## src/rtl/puf_batch_cntrlr.sv

```systemverilog
// PUF batch controller: buffers NUM_CH challenge words, then runs execute/transmit
// per challenge with resumable, edge-triggered dump interrupts and an EXEC timeout.
module puf_batch_cntrlr #(
  parameter int MUX_LENGTH = 16,
  parameter int NUM_CH     = 4,
  parameter int TIMEOUT    = 255,
  localparam int SEL_W = $clog2(MUX_LENGTH),
  localparam int CH_W  = $clog2(NUM_CH),
  localparam int TO_W  = $clog2(TIMEOUT)
) (
  input  logic               clk,
  input  logic               rst,
  input  logic               i_start,
  input  logic               i_op_mode,
  input  logic               i_rx_valid,
  input  logic [2*SEL_W-1:0] i_rx_data,
  output logic               o_rx_ready,
  input  logic               i_exec_done,
  input  logic               i_tx_done,
  output logic               o_exec_enable,
  output logic               o_tx_enable,
  output logic               o_dump_enable,
  output logic [SEL_W-1:0]   o_sel_mux_0,
  output logic [SEL_W-1:0]   o_sel_mux_1,
  output logic [CH_W-1:0]    o_ch_idx,
  output logic [2:0]         o_fsm_state,
  output logic               o_timeout,
  output logic               o_busy
);

  typedef enum logic [2:0] {
    ST_IDLE = 3'd0,
    ST_LOAD = 3'd1,
    ST_EXEC = 3'd2,
    ST_TX   = 3'd3,
    ST_DUMP = 3'd4
  } state_e;

  state_e             state_q, state_d, ret_q;
  logic [2*SEL_W-1:0] buf_q [NUM_CH];
  logic [CH_W-1:0]    wr_idx_q, ch_idx_q;
  logic [TO_W-1:0]    tmo_cnt_q;
  logic               pend_q, op_mode_q, timeout_q;
  logic               rx_fire, last_wr, last_ch, tmo_hit, tmo_set, op_rise, take_dump;
  logic [2*SEL_W-1:0] cur_word;
  logic               sel_on;

  // Receive handshake: a word transfers on a rising clk edge where i_rx_valid and
  // o_rx_ready are both high; ready depends only on state, never on valid.
  assign rx_fire = (state_q == ST_LOAD) && i_rx_valid;
  assign last_wr = (wr_idx_q == CH_W'(NUM_CH - 1));
  assign last_ch = (ch_idx_q == CH_W'(NUM_CH - 1));
  assign tmo_hit = (tmo_cnt_q == TO_W'(TIMEOUT - 1));
  assign op_rise = i_op_mode && !op_mode_q;

  always_comb begin
    state_d = state_q;
    tmo_set = 1'b0;
    case (state_q)
      ST_IDLE: if (i_start) state_d = ST_LOAD;
      ST_LOAD: if (rx_fire && last_wr) state_d = ST_EXEC;
      ST_EXEC: begin
        if (i_exec_done) begin
          state_d = ST_TX;
        end else if (tmo_hit) begin
          state_d = ST_TX;
          tmo_set = 1'b1;
        end
      end
      ST_TX:   if (i_tx_done) state_d = last_ch ? ST_IDLE : ST_EXEC;
      ST_DUMP: if (i_tx_done) state_d = ret_q;
      default: state_d = ST_IDLE;
    endcase
  end

  // A pending dump preempts LOAD/EXEC at once, but TX only on its tx_done boundary.
  assign take_dump = pend_q && ((state_q == ST_LOAD) || (state_q == ST_EXEC) ||
                                ((state_q == ST_TX) && i_tx_done));

  always_ff @(posedge clk) begin
    if (rst) begin
      state_q   <= ST_IDLE;
      ret_q     <= ST_IDLE;
      wr_idx_q  <= '0;
      ch_idx_q  <= '0;
      tmo_cnt_q <= '0;
      pend_q    <= 1'b0;
      op_mode_q <= 1'b0;
      timeout_q <= 1'b0;
      for (int i = 0; i < NUM_CH; i++) buf_q[i] <= '0;
    end else begin
      op_mode_q <= i_op_mode;
      if (take_dump) begin
        state_q <= ST_DUMP;
        ret_q   <= state_d;
        pend_q  <= 1'b0;
      end else begin
        state_q <= state_d;
        if (op_rise && (state_q != ST_IDLE) && (state_q != ST_DUMP)) pend_q <= 1'b1;
      end
      tmo_cnt_q <= ((state_q == ST_EXEC) && (state_d == ST_EXEC) && !take_dump)
                   ? tmo_cnt_q + TO_W'(1) : '0;
      if ((state_q == ST_IDLE) && i_start) begin
        wr_idx_q  <= '0;
        ch_idx_q  <= '0;
        timeout_q <= 1'b0;
      end
      if (rx_fire) begin
        buf_q[wr_idx_q] <= i_rx_data;
        wr_idx_q        <= wr_idx_q + CH_W'(1);
        if (last_wr) ch_idx_q <= '0;
      end
      if (tmo_set) timeout_q <= 1'b1;
      if ((state_q == ST_TX) && i_tx_done && !last_ch) ch_idx_q <= ch_idx_q + CH_W'(1);
    end
  end

  assign cur_word = buf_q[ch_idx_q];
  assign sel_on   = (state_q == ST_EXEC) || (state_q == ST_TX) || (state_q == ST_DUMP);

  assign o_sel_mux_0   = sel_on ? cur_word[SEL_W-1:0] : '0;
  assign o_sel_mux_1   = sel_on ? cur_word[2*SEL_W-1:SEL_W] : '0;
  assign o_rx_ready    = (state_q == ST_LOAD);
  assign o_exec_enable = (state_q == ST_EXEC);
  assign o_tx_enable   = (state_q == ST_TX);
  assign o_dump_enable = (state_q == ST_DUMP);
  assign o_busy        = (state_q != ST_IDLE);
  assign o_fsm_state   = state_q;
  assign o_ch_idx      = ch_idx_q;
  assign o_timeout     = timeout_q;

endmodule

```

## config.mk

```make
export PLATFORM = sky130hd
export DESIGN_NAME = puf_batch_cntrlr
export DESIGN_NICKNAME = d
export VERILOG_FILES = /design/src/rtl/puf_batch_cntrlr.sv
export SDC_FILE = /design/constraint.sdc
export NUM_CORES = 1
export LEC_CHECK = 0
export CORE_UTILIZATION = 55
export CTS_CLUSTER_DIAMETER = 150
export DETAILED_ROUTE_END_ITERATION = 10
export GPL_ROUTABILITY_DRIVEN = 0
export HOLD_SLACK_MARGIN = 0.06
export PLACE_DENSITY = 0.85
export SLEW_MARGIN = 20
export SYNTH_ARGS = -nofsm -noshare
export SYNTH_HDL_FRONTEND = slang
export SYNTH_SLANG_ARGS = --single-unit
```

## constraint.sdc

```tcl
create_clock -name clk -period 4.2 [get_ports clk]
set_clock_uncertainty 0.1 [all_clocks]
set_input_delay 0.84 -clock clk [delete_from_list [all_inputs] [get_ports clk]]
set_output_delay 0.84 -clock clk [all_outputs]
set_load 0.03 [all_outputs]
```

Word level (Yosys, flattened, before mapping)
Memories as Yosys holds them, arrays and structs flattened. A register that Yosys moved wholly into a read port is not among the register bits. Cells that the tools add are included.

Register bits: 21. Bits in writable memories: 32. Word-level logic and storage cells: 79. Memories kept: 1.

Memory list: buf_q (depth 4, bits a word 8, read ports 1, clocked after memory_dff 1, write ports 4, line 40) `logic [2*SEL_W-1:0] buf_q [NUM_CH];`.

$add $sub $neg: 3. Equal/unequal tests: 9. Muxes and demuxes: 31. Bitwise logic cells: 1. Reduce and logical (&&, ||, !) cells: 25.

Operators with widths (number): 2-to-1 mux 3 bit (7); 2-to-1 mux 2 bit (9); case mux 3 bit (5 select lines) (1); logical AND 1 bit (11); 2-to-1 mux 1 bit (11); == test 3 x 2 -> 1 bit (second input constant) (3); adder 8 x 1 -> 8 bit (second input constant) (1); == test 8 bit (second input constant) (1); 2-to-1 mux 4 bit (2); 2-to-1 mux 8 bit (1); OR reduction 8 bit (1); adder 2 x 1 -> 2 bit (second input constant) (2); == test 2 bit (second input constant) (2); logical OR 1 bit (4); nonzero test 2 bit (2); OR reduction 2 bit (2); == test 3 x 1 -> 1 bit (second input constant) (1); == test 3 bit (second input constant) (1); zero test 1 bit (3); zero test 3 bit (1); != test 3 bit (second input constant) (1); nonzero test 3 bit (1); NOT 1 bit (1).

Depth between registers and ports, before layout
Gate-level depths: netlist (run 1).

Depth after elaboration: 10. Mapped depth: 7. Gate-level depth less buffers: 6.

Worst setup path after synthesis (run 1)
No wires, ideal clock.

Path type: register -> output. From: register state_q[2] (netlist: o_fsm_state[2]). To: output port o_sel_mux_0[0]. Data arrival time: 2.285 ns. Setup slack: 0.975 ns. Stages on the path, launching flop included: 6. Buffers on the path: 1. Path through: dfxtp_1 buf_6 inv_1 nor3_1 nor2_1 nor2b_1.

RTL lines: start, declared (line 39) `state_e state_q, state_d, ret_q;`; start signal, assigned (line 98) `state_q <= state_d;`; == test 3 bit; named net o_dump_enable (line 22) `output logic o_dump_enable,`; logical OR 1 bit (line 119) `assign sel_on = (state_q == ST_EXEC) || (state_q == ST_TX) || (state_q == ST_DUMP);`; 2-to-1 mux 4 bit (line 121) `assign o_sel_mux_0 = sel_on ? cur_word[SEL_W-1:0] : '0;`; end, declared (line 23) `output logic [SEL_W-1:0] o_sel_mux_0,`.

The timed path passes the listed nets, and every way through them passes these cells.

Worst setup path after layout (run 1)
From: register state_q[2] (netlist: o_fsm_state[2]). To: output port o_sel_mux_0[3].

Word-level cells in the longest chain between the ends: 4.

RTL lines (line): == test 3 x 2 -> 1 bit (119); logical OR 1 bit (119); logical OR 1 bit * (119); 2-to-1 mux 4 bit * (121).

Every way passes the cells marked *; elsewhere a longest branch is shown, timed or not.

==> results of run 1 <==
logic make-up after synthesis:
logic type | after synthesis
simple gates | 108
flops | 53
xor+xnor | 6
compound gates | 16
fa+ha+maj | 4
mux | 9
buf+inv | 13
sequential cells by signal, indices dropped and copies added, names as in the netlist:
register and flops:
ret_q 3, tmo_cnt_q 8, pend_q 1, o_fsm_state 3, wr_idx_q 2, buf_q 32, op_mode_q 1, o_ch_idx 2
o_timeout 1
cells in the final DEF (no fill, tap or decap), types with 2 or more instances in the layout:
cell             count
nand4b_1             2
o21ai_0              2
dfxtp_1             21
xor2_1               3
nor2_1              17
buf_4                2
nand2b_1             2
xnor2_1              3
and2_1              32
nor2_2               8
a21oi_1              7
or2_2                4
nor2b_1             11
nand3_1              6
and3b_1              2
edfxtp_1            32
inv_1                4
mux4_2               8
nand2_1              7
nor4b_1              2
clkbuf_8             6
clkdlybuf4s50_1     33
a211oi_1             2
nor3_1               3
and3_1               2
ha_1                 4
worst max-delay path, cell delays in order, from the launching register on:
cell,delay [ns]
dfxtp_1,0.58
inv_1,0.14
nor3_1,0.30
nor2_1,0.25
nor2b_1,0.22
clkdlybuf4s50_1,0.70
worst paths after layout:
check / from / end / slack (ns) / depth (start not counted)
worst min register to register: ret_q[2] / ret_q[2] / 0.35 / 2
worst min-delay path: ret_q[2] / ret_q[2] / 0.35 / 2
worst max register to register: o_fsm_state[0] / buf_q[0][2] / 1.80 / 5
worst max-delay path: o_fsm_state[2] / o_sel_mux_0[3] / 0.75 / 5
layout make-up:
type / count / area share, %
clock buffers: 6 / 2.763
flip-flops and latches: 53 / 46.21
clock inverters: 2 / 1.214
repair buffers: 35 / 11.55
multi-input cells: 143 / 35.58
inverters: 4 / 0.5023
well taps: 52 / 2.177
metal layers:
| metal | global-route usage (%) | vias up | wire [µm] |
|---|---|---|---|
| met3 | 4.070 | 6 | 165 |
| met1 | 28.40 | 809 | 2137 |
| li1 | - | 801 | - |
| met2 | 34.09 | 33 | 2306 |
| met5 | 0 | - | 0 |
| met4 | 6.000 | 0 | 54 |
power groups by stage:
stage                     Clock, mW  Sequential (mW)  Combinational (mW)
final                         0.359            0.581              0.0886
after global routing          0.389            0.583              0.0957
after CTS                     0.363            0.581              0.0892
after detailed placement          0            0.593              0.0887
after global placement            0            0.592              0.0869
after floorplan                   0            0.589              0.0530
metrics by stage:
step	hold slack [ns]	utilization (%)	cells
4_1_cts	0.3500	68.18	295
3_5_place_dp	0.3355	65.47	287
2_1_floorplan	0.3153	-	209
5_1_grt	0.3775	68.18	295
3_3_place_gp	0.3312	65.47	287
6_report	0.3466	68.18	295
==> metrics.txt, run 1 <==
startpoint types flip-flop; Clk Latency, worst-skew pair 0.30 ns; Post-synth EDFFs 32; Post-CTS Setup Inserts 0; Worst VDD drop 0.0002093 V; critical path class flip-flop to primary output; Cells after Synth 209; fmax 290.3 MHz; Die W approximately 70 µm; top_reg_cell synth edfxtp_1; total gr overflow 0; hpwl dp 3239 µm; part of the cycle the worst path needs 82.03%; Synth Cell Area around 2500 µm²; area growth from synthesis to layout 18.62%; Die H between 60 and 70 µm; Least-Margin Pin Slew 0.6590 ns; Comb pwr share 8.6%; Clock Root Buffer clkbuf_8; sequential fraction of the synthesis area 54.82%; Critical Path End Type primary output; DRC 0; DR vias 1649; Rows 24; Async SR Flop Fraction 0%; leakage between 1 and 1.5 nW; Yosys cell types 44; CTS Buf Count 5; Diodes inserted 0; GRT Resource Usage Total 20.83%; vias in the first global route 1580; sw frac a little over a fifth; Power Dens Cells 344.1 nW/µm²; WP data required around 3.3 ns; IO Pins 34; Flop pwr share 56.5%; post-synth net total 228; Layout Nets 261; Slew Viols, Final 0; Post-Synth XOR/XNOR Area between 2 and 2.5%; ANT nets after route 0; status completed; largest family of logic cells by synthesized area simple AND/OR/NAND/NOR gates; post-synthesis compound-gate area fraction 3.972%; footprint of the multi-input gates ~1100 µm²; arrival time worst endpoint 2.51 ns; first-pass GRT wire length 7748 µm; CTS Sinks 53; Worst-path clk slew 0.09 ns; Vias/cell 5.590; drt first pass iters 4; core box area 4384 µm²; IO Port Bufs 33; htree depth 2; final setup margin around 0.75 ns; Max-Cap Viols 0; initial core utilization 57.48%; fillcell total 334; Final Total Pwr 1.029 mW; Post-CTS Hold Fix Bufs 0; Reg area 1381 µm²; antenna violations before repair 0; Post-Syn Area per Cell 12.06 µm²; DP Worst Slack 1.074 ns; sw power about 0.22 mW; mux cell area share after synthesis roughly 7.5%; die outline area 4857 µm²; Synth area leader edfxtp_1; register bit count reported by yosys 53; post-DR wirelength/cell 15.81 µm; Hold Violations, Final 0; YS warnings 0; unrepaired setup endpoints after global routing no; largest net degree at the start of global routing 17; Max-slew headroom 55.90%; Design Area, Final around 3000 µm²; setup TNS 0 ns; Synth area leaders edfxtp_1, dfxtp_1, and2_1, mux4_2, nor2b_1; clock network power share roughly a third; synth cell count leaders and2_1, edfxtp_1, dfxtp_1; Post-Route WL 4663 µm; Starting DRT DRC Count 139; adder-cell share of the synthesized area under 10%; share of layout cells above drive strength 1 14.81%; min-delay worst type flip-flop to flip-flop; CTS tree done; post-synthesis simple-gate area fraction 26.61%; clock buffer depth 2; Cell Area, Placed between 2000 and 3000 µm²; Internal roughly 0.81 mW; final setup fails 0; top-area cell type share of the netlist area 38.13%; largest fanout on the critical path 11; post-CTS sizing 0; min cycle time layout 3.445 ns
No activity file was read; power rests on OpenSTA's default activity.
==> run 2, diff against run 1 <==
--- a/config.mk
+++ b/config.mk
@@ -5,12 +5,12 @@
 export SDC_FILE = /design/constraint.sdc
 export NUM_CORES = 1
 export LEC_CHECK = 0
-export CORE_UTILIZATION = 55
+export CORE_UTILIZATION = 54
 export CTS_CLUSTER_DIAMETER = 150
 export DETAILED_ROUTE_END_ITERATION = 10
 export GPL_ROUTABILITY_DRIVEN = 0
 export HOLD_SLACK_MARGIN = 0.06
-export PLACE_DENSITY = 0.85
+export PLACE_DENSITY = 0.84
 export SLEW_MARGIN = 20
 export SYNTH_ARGS = -nofsm -noshare
 export SYNTH_HDL_FRONTEND = slang
==> constraint.sdc (replaced) <==
create_clock -name clk -period 3.6 [get_ports clk]
set_clock_uncertainty 0.1 [all_clocks]
set_input_delay 0.72 -clock clk [delete_from_list [all_inputs] [get_ports clk]]
set_output_delay 0.72 -clock clk [all_outputs]
set_load 0.03 [all_outputs]
==> run 2 against run 1 <==
Compared with the run above: non-clock buffer count is 1 higher; first-iteration DRC count is 9.4% lower; critical path depth stayed put; largest power group unchanged; clock power is 14% lower; total power is 6.2% higher; via count is 1.0% lower; setup slack worse by 0.50 ns; die area is 1.8% higher; global-route usage is 0.87 points lower.
==> metrics.txt, run 2 (synthesis results as in run 1) <==
Power Dens Cells around 370 nW/µm²; Clk Latency, worst-skew pair 0.30 ns; final setup margin 0.2558 ns; WP data required 2.78 ns; Worst-path clk slew approximately 0.09 ns; most common cell after layout, fill and taps aside clkdlybuf4s50_1; status completed; ANT nets after route 0; initial core utilization 57.09%; Clock Root Buffer clkbuf_8; worst path bufs/invs 2; Die H 70.31 µm; top flop regs buf_q: 32 flops, tmo_cnt_q: 8 flops; flip-flop count of the largest register after layout 32; Hold Crit Endpoint ret_q[2]; critical path's slowest cell clkdlybuf4s50_1; Least-Margin Pin Slew 0.6997 ns; CP cell instances inv_1 -> nor3_1 -> nor2_1 -> nor2b_1 -> clkdlybuf4s50_1; Die W between 70 and 80 µm; drt first pass iters 5; Largest Register buf_q; largest fanout on the critical path 11; die outline area approximately 4900 µm²; critical path class flip-flop to primary output; Hold Violations, Final 0; core box area 4414 µm²; commonest non-fill, non-tap cells in the layout clkdlybuf4s50_1, and2_1, edfxtp_1; DR vias 1632; GRT Resource Usage Total 19.96%; hpwl dp 3214 µm; Max-slew headroom ~53%; area growth from synthesis to layout 17.43%; CP max stage delay 0.70 ns; htree depth 2; DRC 0; share of layout cells above drive strength 1 14.34%; Rows 24; fmax approximately 300 MHz; part of the cycle the worst path needs 92.89%; Starting DRT DRC Count 126; post-CTS sizing 0; IO Pins 34; Cell Area, Placed around 2900 µm²; Max-Cap Viols 0; delay-heaviest family, CP buffers and inverters; min cycle time layout 3.344 ns; vias in the first global route 1536; total gr overflow 0; CTS tree done; CTS Sinks between 50 and 60; Vias/cell 5.514; leakage 1.034 nW; reg2reg setup slack around 1.4 ns; Layout Nets 262; Post-CTS Setup Inserts 0; Critical Path End Type primary output; DP Worst Slack 0.6336 ns; post-DR wirelength/cell ~16 µm; Worst VDD drop between 0.0002 and 0.00025 V; Hold Crit Start ret_q[2]; final setup fails 0; first-pass GRT wire length 7479 µm; setup TNS 0 ns; reg-to-reg startpoint o_fsm_state[0]; Post-CTS Hold Fix Bufs 0; CTS Buf Count 5; Slew Viols, Final 0; startpoint types flip-flop; Diodes inserted 0; Design Area, Final 2959 µm²; antenna violations before repair 0; min-delay worst type flip-flop to flip-flop; r2r worst-path depth 4; reg2reg end buf_q[0][6]; fillcell total 330; arrival time worst endpoint 2.52 ns; clock buffer depth 2; Post-Route WL between 4000 and 5000 µm; unrepaired setup endpoints after global routing no; largest net degree at the start of global routing 18; Hold Crit Depth 2; IO Port Bufs 33
[run 2: layout make-up]
cell class              count  area, µm²  share of cell area [%]
multi-input cells         143       1064                   35.94
clock buffers               5      68.82                   2.326
inverters                   4      15.01                  0.5074
flip-flops and latches     53       1381                   46.68
well taps                  52      65.06                   2.199
repair buffers             36      352.8                   11.92
clock inverters             3      12.51                  0.4228
[run 2: worst max path at each step]
stage / endpoint / slack (ns) / depth (start not counted) / from
CTS: o_sel_mux_1[0] / 0.29 / 3 / o_ch_idx[0]
floorplan: o_sel_mux_0[0] / 0.50 / 5 / o_fsm_state[2]
global route: o_sel_mux_0[3] / 0.09 / 5 / o_fsm_state[2]
finish: o_sel_mux_0[3] / 0.26 / 5 / o_fsm_state[2]
global placement: o_sel_mux_0[3] / 0.62 / 5 / o_fsm_state[2]
detailed placement: o_sel_mux_1[0] / 0.63 / 3 / o_ch_idx[0]
[run 2: tightest hold or removal path: stages (launching register included)]
cell and delay (ns):
dfxtp_1 0.31, inv_1 0.06, nor2_1 0.04
[run 2: metrics by stage]
step | hold slack, ns | std cells | total power, mW | utilization (%)
after floorplan | 0.3153 | 209 | 0.7488 | -
after global placement | 0.3256 | 288 | 0.7915 | 65.19
after detailed placement | 0.3396 | 288 | 0.7958 | 65.19
after CTS | 0.3534 | 296 | 1.098 | 67.04
after global routing | 0.3639 | 296 | 1.129 | 67.04
final | 0.3462 | 296 | 1.092 | 67.04
[run 2: power breakdown]
group / internal, mW / total (mW) / leakage [nW] / switching [mW]
Clock: 0.131 / 0.310 / 0.0430 / 0.179
Sequential: 0.664 / 0.678 / 0.501 / 0.0136
Combinational: 0.0508 / 0.104 / 0.490 / 0.0535
Total: 0.846 / 1.09 / 1.03 / 0.246
[run 2: layer usage]
metal	share of wire, %	vias up	track usage, %
met5	0	-	0
li1	-	807	-
met4	1.8	0	8.444
met3	3.6	9	3.030
met1	45	779	26.95
met2	50	37	32.06
==> run 3, diff against run 2 <==
--- a/config.mk
+++ b/config.mk
@@ -5,12 +5,13 @@
 export SDC_FILE = /design/constraint.sdc
 export NUM_CORES = 1
 export LEC_CHECK = 0
-export CORE_UTILIZATION = 54
+export CORE_ASPECT_RATIO = 1.1
+export CORE_UTILIZATION = 49
 export CTS_CLUSTER_DIAMETER = 150
 export DETAILED_ROUTE_END_ITERATION = 10
 export GPL_ROUTABILITY_DRIVEN = 0
 export HOLD_SLACK_MARGIN = 0.06
-export PLACE_DENSITY = 0.84
+export PLACE_DENSITY = 0.8
 export SLEW_MARGIN = 20
 export SYNTH_ARGS = -nofsm -noshare
 export SYNTH_HDL_FRONTEND = slang
==> constraint.sdc (replaced) <==
create_clock -name clk -period 2.93 [get_ports clk]
set_clock_uncertainty 0.1 [all_clocks]
set_input_delay 0.586 -clock clk [delete_from_list [all_inputs] [get_ports clk]]
set_output_delay 0.586 -clock clk [all_outputs]
set_load 0.03 [all_outputs]
==> run 3 against run 2 <==
Compared with the run above: global-route usage decreased by 2.5 points; sequential cell count unchanged; critical path depth decreased by 1; utilization decreased by 5.8 points; clock power increased by 24%; combinational power increased by 31%; hold slack about the same; count of clock-buffer cells in the layout increased by 2; routed wire length decreased by 4.8%; total power increased by 23%; register-to-register slack got worse by 0.54 ns; largest cell class unchanged.
==> metrics.txt, run 3 (synthesis results as in run 1) <==
Max-Cap Viols 0; CTS Buf Count 5; fillcell total 430; leakage 1.219 nW; IO Pins 34; ANT nets after route 0; min-delay worst type flip-flop to flip-flop; Max-slew headroom a little under three fifths; Flop pwr share 61.4%; CTS tree done; htree depth 2; Worst-path clk slew 0.08 ns; sw frac 22.03%; status completed; unrepaired setup endpoints after global routing no; Comb pwr share 10.1%; Hold Crit Start ret_q[2]; final core occ 61.20%; startpoint types flip-flop; flip-flop count of the largest register after layout 32; post-DR wirelength/cell 14.18 µm; Rows 27; part of the cycle the worst path needs slightly below 90%; arrival time worst endpoint 1.87 ns; reg2reg setup slack 0.81 ns; final setup fails 0; sw power ~0.30 mW; footprint of the multi-input gates 1071 µm²; Power Dens Cells 442.9 nW/µm²; die outline area 5434 µm²; DR vias 1655; crit path to o_exec_enable; core box area 4966 µm²; hpwl dp 3120 µm; Internal 1.049 mW; DRC 0; Worst VDD drop 0.0003296 V; DP Worst Slack 0.2936 ns; commonest non-fill, non-tap cells in the layout and2_1, edfxtp_1, clkdlybuf4s50_1; CP startpoint o_fsm_state[1]; share of layout cells above drive strength 1 17.20%; Die H 77.22 µm; r2r worst-path depth 5; vias in the first global route between 1500 and 2000; fmax slightly below 400 MHz; IO Port Bufs 33; total gr overflow 0; antenna violations before repair 0; Post-Route WL ~4400 µm; Critical Path End Type primary output; final setup margin 0.3756 ns; Vias/cell 5.373; Layout Nets 268; largest net degree at the start of global routing 17; drt first pass iters 4; Largest Register buf_q; clock network power share 28.5%; setup TNS 0 ns; reg-to-reg startpoint o_fsm_state[2]; area growth from synthesis to layout 20.61%; largest fanout on the critical path 10; initial core utilization between 50% and 60%; min cycle time layout 2.554 ns; Diodes inserted 0; Clock Root Buffer clkbuf_8; Final Total Pwr 1.346 mW; Die W between 70 and 80 µm; WP data required 2.24 ns; clock buffer depth 2; first-pass GRT wire length 7452 µm; Reg area between 1000 and 1500 µm²; CTS Sinks 53; GRT Resource Usage Total 17.50%; Slew Viols, Final 0; Starting DRT DRC Count 91; Hold Violations, Final 0; Least-Margin Pin Slew 0.6303 ns; critical path class flip-flop to primary output; top flop regs buf_q: 32 flops, tmo_cnt_q: 8 flops; Post-CTS Hold Fix Bufs 0; reg2reg end buf_q[0][2]; Clk Latency, worst-skew pair 0.29 ns
[run 3: metal layers]
| layer | track usage, % | wire [µm] |
|---|---|---|
| met3 | 3.679 | 247 |
| met5 | 0 | 0 |
| met4 | 5.400 | 68 |
| met1 | 22.84 | 1847 |
| met2 | 29.05 | 2205 |
[run 3: stage by stage]
stage / hold slack (ns) / instances / area [µm²]
detailed placement: 0.3330 / 300 / 2935
global route: 0.3675 / 308 / 3039
global placement: 0.3312 / 300 / 2935
floorplan: 0.3153 / 209 / 2525
finish: 0.3463 / 308 / 3039
CTS: 0.3447 / 308 / 3017
[run 3: worst max-delay path, cell delays in order, from the launching register on]
cell	delay [ns]
dfxtp_1	0.37
buf_4	0.18
nand2b_1	0.17
nor2_1	0.15
clkdlybuf4s50_1	0.69
[run 3: final cells by class]
type / instances / area share, %
timing repair buffer: 42 / 13.75
sequential: 53 / 45.45
clock buffer: 7 / 2.511
clock inverter: 1 / 0.1647
multi-input combinational: 143 / 35.24
inverter: 4 / 0.4940
tap: 58 / 2.388
[run 3: timing repair]
| action | in CTS | in global routing |
|---|---|---|
| resized for setup | 0 | 9 |
| endpoints found under the hold margin | 0 | 0 |
| buffers inserted | 0 | 0 |
| endpoints found under the setup margin | 0 | 8 |
[run 3: worst min path at each step]
| stage | endpoint | slack [ns] | cells after the start |
|---|---|---|---|
| 4_1_cts | ret_q[2] | 0.34 | 2 |
| 2_1_floorplan | ret_q[2] | 0.32 | 2 |
| 3_3_place_gp | ret_q[2] | 0.33 | 2 |
| 6_report | ret_q[2] | 0.35 | 2 |
| 3_5_place_dp | ret_q[2] | 0.33 | 2 |
| 5_1_grt | ret_q[2] | 0.37 | 2 |
[run 3: power by group through the flow]
stage	logic [mW]	registers [mW]	clock network (mW)
5_1_grt	0.148	0.829	0.421
6_report	0.136	0.826	0.384
4_1_cts	0.137	0.826	0.390
3_5_place_dp	0.137	0.844	0
3_3_place_gp	0.134	0.843	0
2_1_floorplan	0.0763	0.844	0
